`config.mk`:
```
export PLATFORM = sky130hd
export DESIGN_NAME = adder_vec_gen
export DESIGN_NICKNAME = d
export VERILOG_FILES = /design/src/rtl/adder_vec_gen.sv
export SDC_FILE = /design/constraint.sdc
export NUM_CORES = 1
export LEC_CHECK = 0
export CORE_AREA = 2 2 39 41
export DETAILED_ROUTE_END_ITERATION = 6
export DIE_AREA = 0 0 41 43
export PLACE_DENSITY = 0.46
export REMOVE_ABC_BUFFERS = 1
export SYNTH_ARGS = -nofsm -noshare
export SYNTH_HDL_FRONTEND = slang
export SYNTH_SLANG_ARGS = --single-unit
```
`constraint.sdc`:
```
create_clock -name clk -period 2.4 [get_ports clk]
set_clock_uncertainty 0.05 [all_clocks]
set_input_delay 0.48 -clock clk [delete_from_list [all_inputs] [get_ports clk]]
set_output_delay 0.48 -clock clk [all_outputs]
set_load 0.01 [all_outputs]
```
`src/rtl/adder_vec_gen.sv`:
```
// Vector index counter; splits the index into registered {a, b, cin} operands.
module adder_vec_gen #(
  parameter int unsigned WIDTH = 1
) (
  input  logic               clk,
  input  logic               rst,
  input  logic               load,
  input  logic               advance,
  output logic [WIDTH-1:0]   dut_a,
  output logic [WIDTH-1:0]   dut_b,
  output logic               dut_cin,
  output logic [2*WIDTH:0]   vec_idx,
  output logic               last_vec
);

  logic [2*WIDTH:0] idx_q;

  // Index register: load returns to vector 0, advance steps to the next vector.
  always_ff @(posedge clk) begin
    if (rst || load) begin
      idx_q <= '0;
    end else if (advance) begin
      idx_q <= idx_q + 1'b1;
    end
  end

  // cin is the LSB, a occupies the MSBs.
  assign dut_a    = idx_q[2*WIDTH:WIDTH+1];
  assign dut_b    = idx_q[WIDTH:1];
  assign dut_cin  = idx_q[0];
  assign vec_idx  = idx_q;
  assign last_vec = &idx_q;

endmodule

```
==> impl_metrics.env, run 1 <==
export IMPL_area_growth_pct=79.2
export IMPL_routed_wl_um=321
export IMPL_clkSinkCount=3
export IMPL_period_share=0.818
export IMPL_netSwitchingPower_mw=0.0334
export IMPL_clk_path_buf_depth=2
export IMPL_regToRegStartpoint="vec_idx[1]"
export IMPL_avgSynthCellArea_um2=11.2
export IMPL_leakagePower_nw=0.113
export IMPL_power_sequential_fraction=0.333
export IMPL_design_die_area_um2=1760
export IMPL_cts_hold_buffers_added=0
export IMPL_synth_yosys_warnings=0
export IMPL_crit_path_max_incr_delay_ns=0.52
export IMPL_power_clock_fraction=0.556
export IMPL_core_rowCount=14
export IMPL_switching_fraction_of_total_power=0.211
export IMPL_required_ns=1.87
export IMPL_cts_post_setup_buffers_inserted=0
export IMPL_global_route_wire_length_before_repair_um=476
export IMPL_groute_usage_overall=0.0481
export IMPL_crit_chain="ha_1 -> ha_1 -> clkdlybuf4s50_1"
export IMPL_worst_slew_pin_slew_ns=0.156
export IMPL_finish_instance_area_um2=280
export IMPL_die_height_um=43
export IMPL_n_antenna_cell=0
export IMPL_largest_register_ff_count=3
export IMPL_antenna_left=0
export IMPL_critical_path_slowest_cell="sky130_fd_sc_hd__clkdlybuf4s50_1"
export IMPL_relative_contribution_of_combinational_cells_to_total_power=0.110
export IMPL_place_area_um2=254
export IMPL_place_port_buffers=10
export IMPL_ctsResizeCount=0
export IMPL_drc_errors=0
export IMPL_maxSlewViolCount=0
export IMPL_vias=134
export IMPL_hold_worst_slack_ns=0.512
export IMPL_maxCapViolCount=0
export IMPL_setup_viol_count_final=0
export IMPL_synth_seq_cells=3
export IMPL_syn_instance_count=14
export IMPL_cts_tree="done"
export IMPL_initial_core_util=0.113
export IMPL_cts_buffers=3
export IMPL_die_w_um=41
export IMPL_gp_routability_congestion=0.484
export IMPL_timing_final_ws_setup_ns=0.438
export IMPL_clock_root_buffer="sky130_fd_sc_hd__clkbuf_4"
export IMPL_worst_setup_path_start_kind="flip-flop"
export IMPL_fin_setup_tns_ns=0
export IMPL_first_global_vias=126
export IMPL_h_tree_levels=1
export IMPL_run_status="completed"
export IMPL_critical_path_endpoint_type="primary output"
export IMPL_vias_per_cell=3.27
export IMPL_worst_r2r_setup_slack_ns=1.26
export IMPL_cts_reportedPaths_clkPinSlew_ns=0.04
export IMPL_final_layout_size_suffix_gt1_frac=0.160
export IMPL_critPathLaunch="vec_idx[0]"
export IMPL_pre_cts_slack_ns=0.668
export IMPL_setup_worst_path_class="reg -> out"
export IMPL_arrival_ns=1.43
export IMPL_critical_path_fanout_max=4
export IMPL_hold_class="reg -> reg"
export IMPL_power_report_internal_total_mw=0.125
export IMPL_synth_seq_area_share=0.384
export IMPL_timing_rr_end="vec_idx[2]"
export IMPL_grt_overflow=0
export IMPL_powerDensity_nw_per_um2=564
export IMPL_num_nets_final=32
export IMPL_grt_antenna_before_repair=0
export IMPL_critical_path_most_common_cell="sky130_fd_sc_hd__ha_1"
export IMPL_fmax_mhz=510
export IMPL_vdd_ir_drop_worst_mv=0.113
export IMPL_starting_drc_count_in_detailed_routing=1
export IMPL_post_synth_instance_area_um2=156
export IMPL_period_minus_slack_ns=1.96
export IMPL_post_drt_wl_per_cell_um=7.83
export IMPL_worstRegToRegCells=4
export IMPL_placeableCoreArea_um2=1380
export IMPL_slew_headroom=0.893
export IMPL_crit_path_end="last_vec"
export IMPL_timing_final_hold_violations=0
export IMPL_rsz0062_at_grt="false"
export IMPL_clock_latency_ns=0.23
export IMPL_floorplan_io_pins=11
export IMPL_grt_max_degree=5
export IMPL_synth_cell_type_count=7
export IMPL_detail_route_first_pass_iterations=2
-- placed cells by master (no fill, tap or decap) --
cell                              count
sky130_fd_sc_hd__xnor2_1              1
sky130_fd_sc_hd__nor3_1               2
sky130_fd_sc_hd__clkdlybuf4s50_1     10
sky130_fd_sc_hd__clkbuf_1             1
sky130_fd_sc_hd__mux2i_1              2
sky130_fd_sc_hd__clkbuf_4             3
sky130_fd_sc_hd__nor3_2               1
sky130_fd_sc_hd__dfxtp_1              3
sky130_fd_sc_hd__ha_1                 2
-- synth_stat cells, drive strengths merged --
library cell / count / area [um^2]
xnor2: 1 / 8.76
nor3: 3 / 20.0
dfxtp: 3 / 60.1
buf: 3 / 22.5
ha: 2 / 25.0
mux2i: 2 / 20.0
-- worst max-delay path, delay by kind of cell, from the launching register on --
kind	cells	cell delay, ns
adders and majority gates	2	0.30
buffers and inverters	1	0.52
DFF	1	0.38
-- power groups by stage --
| stage | combinational [mW] | clock, mW | sequential [mW] |
|---|---|---|---|
| after floorplan | 0.00412 | 0 | 0.0545 |
| after global placement | 0.0170 | 0 | 0.0533 |
| after detailed placement | 0.0175 | 0 | 0.0535 |
| after CTS | 0.0176 | 0.0923 | 0.0528 |
| after global routing | 0.0188 | 0.0942 | 0.0530 |
| final | 0.0174 | 0.0879 | 0.0527 |
-- per-layer routing --
metal | share of wire | track usage
met1 | 0.49 | 0.0545
met2 | 0.38 | 0.0406
met3 | 0.13 | 0.0314
met4 | 0 | 0.0800
met5 | 0 | 0
-- how the worst min path moves through the flow --
stage	start	end	slack, ns	depth (start not counted)
finish	vec_idx[2]	vec_idx[2]	0.51	2
global route	vec_idx[2]	vec_idx[2]	0.54	2
CTS	vec_idx[2]	vec_idx[2]	0.51	2
detailed placement	vec_idx[2]	vec_idx[2]	0.50	2
global placement	vec_idx[1]	vec_idx[1]	0.51	2
floorplan	load	vec_idx[0]	0.50	1
-- area by class of cell --
cell class / instances / area [um^2]
Multi-Input combinational cell: 8 / 73.8
Fill cell: 149 / 1100
Sequential cell: 3 / 60.1
Timing Repair Buffer: 10 / 100
Clock buffer: 4 / 26.3
Tap cell: 16 / 20.0
-- cell families (layout without fill, tap and decap cells) --
kind of cell | count (synthesis) | in the layout | synth area share
and+or+nand+nor | 3 | 3 | 0.128
muxes | 2 | 2 | 0.128
xor gates and xnor gates | 1 | 1 | 0.0560
adders and majority gates | 2 | 2 | 0.160
DFF | 3 | 3 | 0.384
buffers and inverters | 3 | 14 | 0.144
-- stage by stage --
| step | util | instances | total power [mW] |
|---|---|---|---|
| after detailed placement | 0.184 | 37 | 0.0710 |
| after global placement | 0.184 | 37 | 0.0704 |
| after global routing | 0.203 | 41 | 0.166 |
| after floorplan | - | 11 | 0.0587 |
| after CTS | 0.203 | 41 | 0.163 |
| final | 0.203 | 41 | 0.158 |
Note: power is estimated with default switching activity, not from simulation.
==> run 2: changes to the inputs <==
--- a/config.mk
+++ b/config.mk
@@ -8,7 +8,7 @@
 export CORE_AREA = 2 2 39 41
 export DETAILED_ROUTE_END_ITERATION = 6
 export DIE_AREA = 0 0 41 43
-export PLACE_DENSITY = 0.46
+export PLACE_DENSITY = 0.47
 export REMOVE_ABC_BUFFERS = 1
 export SYNTH_ARGS = -nofsm -noshare
 export SYNTH_HDL_FRONTEND = slang
==> constraint.sdc (replaced) <==
create_clock -name clk -period 1.6 [get_ports clk]
set_clock_uncertainty 0.05 [all_clocks]
set_input_delay 0.32 -clock clk [delete_from_list [all_inputs] [get_ports clk]]
set_output_delay 0.32 -clock clk [all_outputs]
set_load 0.01 [all_outputs]
==> impl_metrics.env, run 2 (synthesis results as in run 1) <==
export IMPL_critical_path_most_common_cell="sky130_fd_sc_hd__ha_1"
export IMPL_clk_path_buf_depth=2
export IMPL_design_die_area_um2=1760
export IMPL_switching_fraction_of_total_power=0.212
export IMPL_leakagePower_nw=0.198
export IMPL_drc_errors=0
export IMPL_clkSinkCount=3
export IMPL_cts_post_setup_buffers_inserted=0
export IMPL_required_ns=1.23
export IMPL_grt_overflow=0
export IMPL_ctsResizeCount=1
export IMPL_worst_setup_path_start_kind="flip-flop"
export IMPL_maxCapViolCount=0
export IMPL_vias_per_cell=3.47
export IMPL_power_clock_fraction=0.554
export IMPL_num_nets_final=34
export IMPL_placeableCoreArea_um2=1380
export IMPL_hold_worst_slack_ns=0.535
export IMPL_fin_setup_tns_ns=0
export IMPL_cts_reportedPaths_clkPinSlew_ns=0.03
export IMPL_initial_core_util=0.113
export IMPL_cts_buffers=3
export IMPL_h_tree_levels=1
export IMPL_clock_latency_ns=0.23
export IMPL_hold_class="reg -> reg"
export IMPL_power_sequential_fraction=0.327
export IMPL_critical_path_fanout_max=2
export IMPL_period_share=0.966
export IMPL_final_layout_size_suffix_gt1_frac=0.222
export IMPL_vias=149
export IMPL_grt_max_degree=5
export IMPL_first_global_vias=165
export IMPL_final_cells=43
export IMPL_critical_path_endpoint_type="primary output"
export IMPL_relative_contribution_of_combinational_cells_to_total_power=0.119
export IMPL_netSwitchingPower_mw=0.0505
export IMPL_power_report_internal_total_mw=0.188
export IMPL_post_drt_wl_per_cell_um=8.16
export IMPL_powerDensity_nw_per_um2=785
export IMPL_n_antenna_cell=0
export IMPL_setup_worst_path_class="reg -> out"
export IMPL_place_port_buffers=10
export IMPL_grt_antenna_before_repair=0
export IMPL_die_w_um=41
export IMPL_floorplan_io_pins=11
export IMPL_groute_usage_overall=0.0511
export IMPL_critical_path_slowest_cell="sky130_fd_sc_hd__dfxtp_1"
export IMPL_run_status="completed"
export IMPL_most_common_cell_after_layout_fill_and_taps_aside="sky130_fd_sc_hd__clkdlybuf4s50_1"
export IMPL_slew_headroom=0.874
export IMPL_global_route_wire_length_before_repair_um=545
export IMPL_fillerInstances=154
export IMPL_core_rowCount=14
export IMPL_arrival_ns=1.18
export IMPL_die_height_um=43
export IMPL_largest_register_ff_count=3
export IMPL_cts_hold_buffers_added=0
export IMPL_timing_final_hold_violations=0
export IMPL_antenna_left=0
export IMPL_crit_chain="ha_1 -> ha_1 -> dlygate4sd2_1"
export IMPL_power_mw=0.239
export IMPL_rsz0062_at_grt="false"
export IMPL_gp_routability_congestion=0.501
export IMPL_period_minus_slack_ns=1.55
export IMPL_cts_tree="done"
export IMPL_vdd_ir_drop_worst_mv=0.220
export IMPL_numPlacedInstances=39
export IMPL_maxSlewViolCount=0
export IMPL_setup_viol_count_final=0
export IMPL_fmax_mhz=647
export IMPL_area_growth_pct=94.4
export IMPL_crit_path_max_incr_delay_ns=0.30
export IMPL_clock_root_buffer="sky130_fd_sc_hd__clkbuf_4"
export IMPL_detail_route_first_pass_iterations=2
export IMPL_starting_drc_count_in_detailed_routing=2
export IMPL_routed_wl_um=351
export IMPL_final_cell_mix="sky130_fd_sc_hd__clkdlybuf4s50_1 (5), sky130_fd_sc_hd__dlymetal6s2s_1 (4), sky130_fd_sc_hd__clkbuf_4 (3), sky130_fd_sc_hd__dfxtp_1 (3)"
export IMPL_worst_slew_pin_slew_ns=0.187
[run 2: final cells by class]
class / instances / area (um^2) / area share
clock buffer: 4 / 26.3 / 0.0864
multi-input combinational: 8 / 73.8 / 0.243
sequential: 3 / 60.1 / 0.198
tap: 16 / 20.0 / 0.0658
timing repair buffer: 12 / 124 / 0.407
[run 2: critical path, delay by kind of cell (launching register included)]
family / cells / cell delay (ns)
adders and majority gates: 2 / 0.36
DFF: 1 / 0.30
buffers and inverters: 1 / 0.28
[run 2: through the flow]
stage | area (um^2) | setup WS [ns] | util
3_5_place_dp | 269 | 0.0947 | 0.194
6_report | 304 | 0.0545 | 0.220
2_1_floorplan | 134 | 0.407 | -
4_1_cts | 294 | 0.00904 | 0.212
3_3_place_gp | 269 | 0.110 | 0.194
5_1_grt | 304 | 0.0152 | 0.220
[run 2: worst paths after layout]
| check | from | slack, ns | depth (start not counted) | end |
|---|---|---|---|---|
| worst max-delay path | vec_idx[1] | 0.05 | 3 | last_vec |
| worst min register to register | vec_idx[2] | 0.53 | 2 | vec_idx[2] |
| worst min-delay path | vec_idx[2] | 0.53 | 2 | vec_idx[2] |
| worst max register to register | vec_idx[1] | 0.47 | 4 | vec_idx[2] |
[run 2: power groups by stage]
stage | combinational [mW] | clock (mW) | sequential, mW
final | 0.0285 | 0.132 | 0.0780
after global routing | 0.0317 | 0.143 | 0.0781
after CTS | 0.0301 | 0.138 | 0.0780
after detailed placement | 0.0300 | 0 | 0.0791
after global placement | 0.0291 | 0 | 0.0790
after floorplan | 0.00618 | 0 | 0.0818
[run 2: layer usage]
layer / up-vias / wire length [um] / GRT usage / share of wire
met1: 67 / 144 / 0.0446 / 0.41
met2: 11 / 158 / 0.0688 / 0.45
met4: 0 / 0 / 0.0600 / 0
met5: - / 0 / 0 / 0
li1: 71 / - / - / -
met3: 0 / 48 / 0.0314 / 0.14
==> run 3: changes to the inputs <==
--- a/config.mk
+++ b/config.mk
@@ -8,7 +8,7 @@
 export CORE_AREA = 2 2 39 41
 export DETAILED_ROUTE_END_ITERATION = 6
 export DIE_AREA = 0 0 41 43
-export PLACE_DENSITY = 0.47
+export PLACE_DENSITY = 0.46
 export REMOVE_ABC_BUFFERS = 1
 export SYNTH_ARGS = -nofsm -noshare
 export SYNTH_HDL_FRONTEND = slang
==> constraint.sdc (replaced) <==
create_clock -name clk -period 1.8 [get_ports clk]
set_clock_uncertainty 0.05 [all_clocks]
set_input_delay 0.36 -clock clk [delete_from_list [all_inputs] [get_ports clk]]
set_output_delay 0.36 -clock clk [all_outputs]
set_load 0.01 [all_outputs]
==> impl_metrics.env, run 3 (synthesis results as in run 1) <==
export IMPL_most_common_cell_after_layout_fill_and_taps_aside="sky130_fd_sc_hd__clkdlybuf4s50_1"
export IMPL_antenna_left=0
export IMPL_cts_buffers=3
export IMPL_run_status="completed"
export IMPL_placeableCoreArea_um2=1380
export IMPL_required_ns=1.39
export IMPL_power_mw=0.216
export IMPL_post_drt_wl_per_cell_um=9.12
export IMPL_grt_max_degree=5
export IMPL_h_tree_levels=1
export IMPL_clock_root_buffer="sky130_fd_sc_hd__clkbuf_4"
export IMPL_area_growth_pct=80.0
export IMPL_clkSinkCount=3
export IMPL_detail_route_first_pass_iterations=2
export IMPL_groute_usage_overall=0.0542
export IMPL_global_route_wire_length_before_repair_um=510
export IMPL_grt_antenna_before_repair=0
export IMPL_place_port_buffers=10
export IMPL_num_nets_final=32
export IMPL_vias=141
export IMPL_setup_viol_count_final=0
export IMPL_worst_r2r_setup_slack_ns=0.65
export IMPL_routed_wl_um=374
export IMPL_relative_contribution_of_combinational_cells_to_total_power=0.107
export IMPL_power_sequential_fraction=0.328
export IMPL_power_clock_fraction=0.565
export IMPL_netSwitchingPower_mw=0.0488
export IMPL_power_report_internal_total_mw=0.167
export IMPL_maxSlewViolCount=0
export IMPL_largest_register_ff_count=3
export IMPL_leakagePower_nw=0.119
export IMPL_rsz0062_at_grt="false"
export IMPL_die_w_um=41
export IMPL_critical_path_endpoint_type="primary output"
export IMPL_period_share=0.895
export IMPL_grt_overflow=0
export IMPL_timing_final_hold_violations=0
export IMPL_worst_setup_path_start_kind="flip-flop"
export IMPL_worst_slew_pin_slew_ns=0.187
export IMPL_crit_chain="ha_1 -> ha_1 -> dlygate4sd2_1"
export IMPL_n_antenna_cell=0
export IMPL_first_global_vias=137
export IMPL_cts_tree="done"
export IMPL_fin_setup_tns_ns=0
export IMPL_critical_path_slowest_cell="sky130_fd_sc_hd__dfxtp_2"
export IMPL_period_minus_slack_ns=1.61
export IMPL_clock_latency_ns=0.24
export IMPL_maxCapViolCount=0
export IMPL_numPlacedInstances=37
export IMPL_final_cells=41
export IMPL_worst_path_top_cell_family_by_delay="adder cells"
export IMPL_hold_class="reg -> reg"
export IMPL_final_layout_size_suffix_gt1_frac=0.240
export IMPL_arrival_ns=1.20
export IMPL_critical_path_fanout_max=4
export IMPL_crit_buf_inv=1
export IMPL_fmax_mhz=621
export IMPL_starting_drc_count_in_detailed_routing=1
export IMPL_gp_routability_congestion=0.496
export IMPL_core_rowCount=14
export IMPL_cts_reportedPaths_clkPinSlew_ns=0.04
export IMPL_clk_path_buf_depth=2
export IMPL_powerDensity_nw_per_um2=766
export IMPL_vdd_ir_drop_worst_mv=0.174
export IMPL_crit_path_max_incr_delay_ns=0.33
export IMPL_setup_worst_path_class="reg -> out"
export IMPL_die_height_um=43
export IMPL_switching_fraction_of_total_power=0.227
export IMPL_hold_worst_slack_ns=0.527
export IMPL_final_cell_mix="sky130_fd_sc_hd__clkdlybuf4s50_1 (9), sky130_fd_sc_hd__clkbuf_4 (3)"
export IMPL_initial_core_util=0.113
export IMPL_fillerInstances=161
export IMPL_design_die_area_um2=1760
export IMPL_drc_errors=0
export IMPL_vias_per_cell=3.44
export IMPL_floorplan_io_pins=11
export IMPL_critical_path_most_common_cell="sky130_fd_sc_hd__ha_1"
export IMPL_slew_headroom=0.874
-- run 3: worst register-to-register path, delay by kind of cell (launching register included) --
family | cells | cell delay (ns)
adders and majority gates | 2 | 0.45
DFF | 1 | 0.33
muxes | 1 | 0.13
and+or+nand+nor | 1 | 0.06
-- run 3: metal layers --
metal | GRT usage | wire, um | vias to the layer above
met2 | 0.0625 | 148 | 13
met4 | 0.100 | 21 | 0
li1 | - | - | 67
met3 | 0.0314 | 55 | 2
met1 | 0.0417 | 148 | 59
met5 | 0 | 0 | -
-- run 3: power by group through the flow --
stage                     Sequential [mW]  Combinational, mW  Clock, mW
after CTS                          0.0707             0.0234      0.128
after global placement             0.0711             0.0227          0
after floorplan                    0.0727            0.00549          0
after global routing               0.0708             0.0248      0.132
after detailed placement           0.0715             0.0232          0
final                              0.0707             0.0230      0.122
-- run 3: area by class of cell --
class	count	area (um^2)	area share
repair buffers	10	98.8	0.351
multi-input cells	8	73.8	0.262
flip-flops and latches	3	62.6	0.222
clock buffers	4	26.3	0.0933
well taps	16	20.0	0.0711
-- run 3: what timing repair did --
item / 4_1_cts / 5_1_grt
setup endpoints to repair: 1 / 0
gates resized for setup: 3 / 0
hold buffers: 0 / 0
buffers inserted: 0 / 0
-- run 3: per-stage QoR --
stage,util,setup slack (ns),cell area [um^2]
floorplan,-,0.567,134
global route,0.203,0.152,282
detailed placement,0.184,0.183,254
CTS,0.203,0.177,282
global placement,0.184,0.213,254
finish,0.203,0.189,282
-- run 3: worst paths after layout --
| kind | to | startpoint | depth (start not counted) |
|---|---|---|---|
| worst max-delay path | last_vec | vec_idx[1] | 3 |
| worst min register to register | vec_idx[1] | vec_idx[1] | 2 |
| worst max register to register | vec_idx[2] | vec_idx[1] | 4 |
| worst min-delay path | vec_idx[1] | vec_idx[1] | 2 |
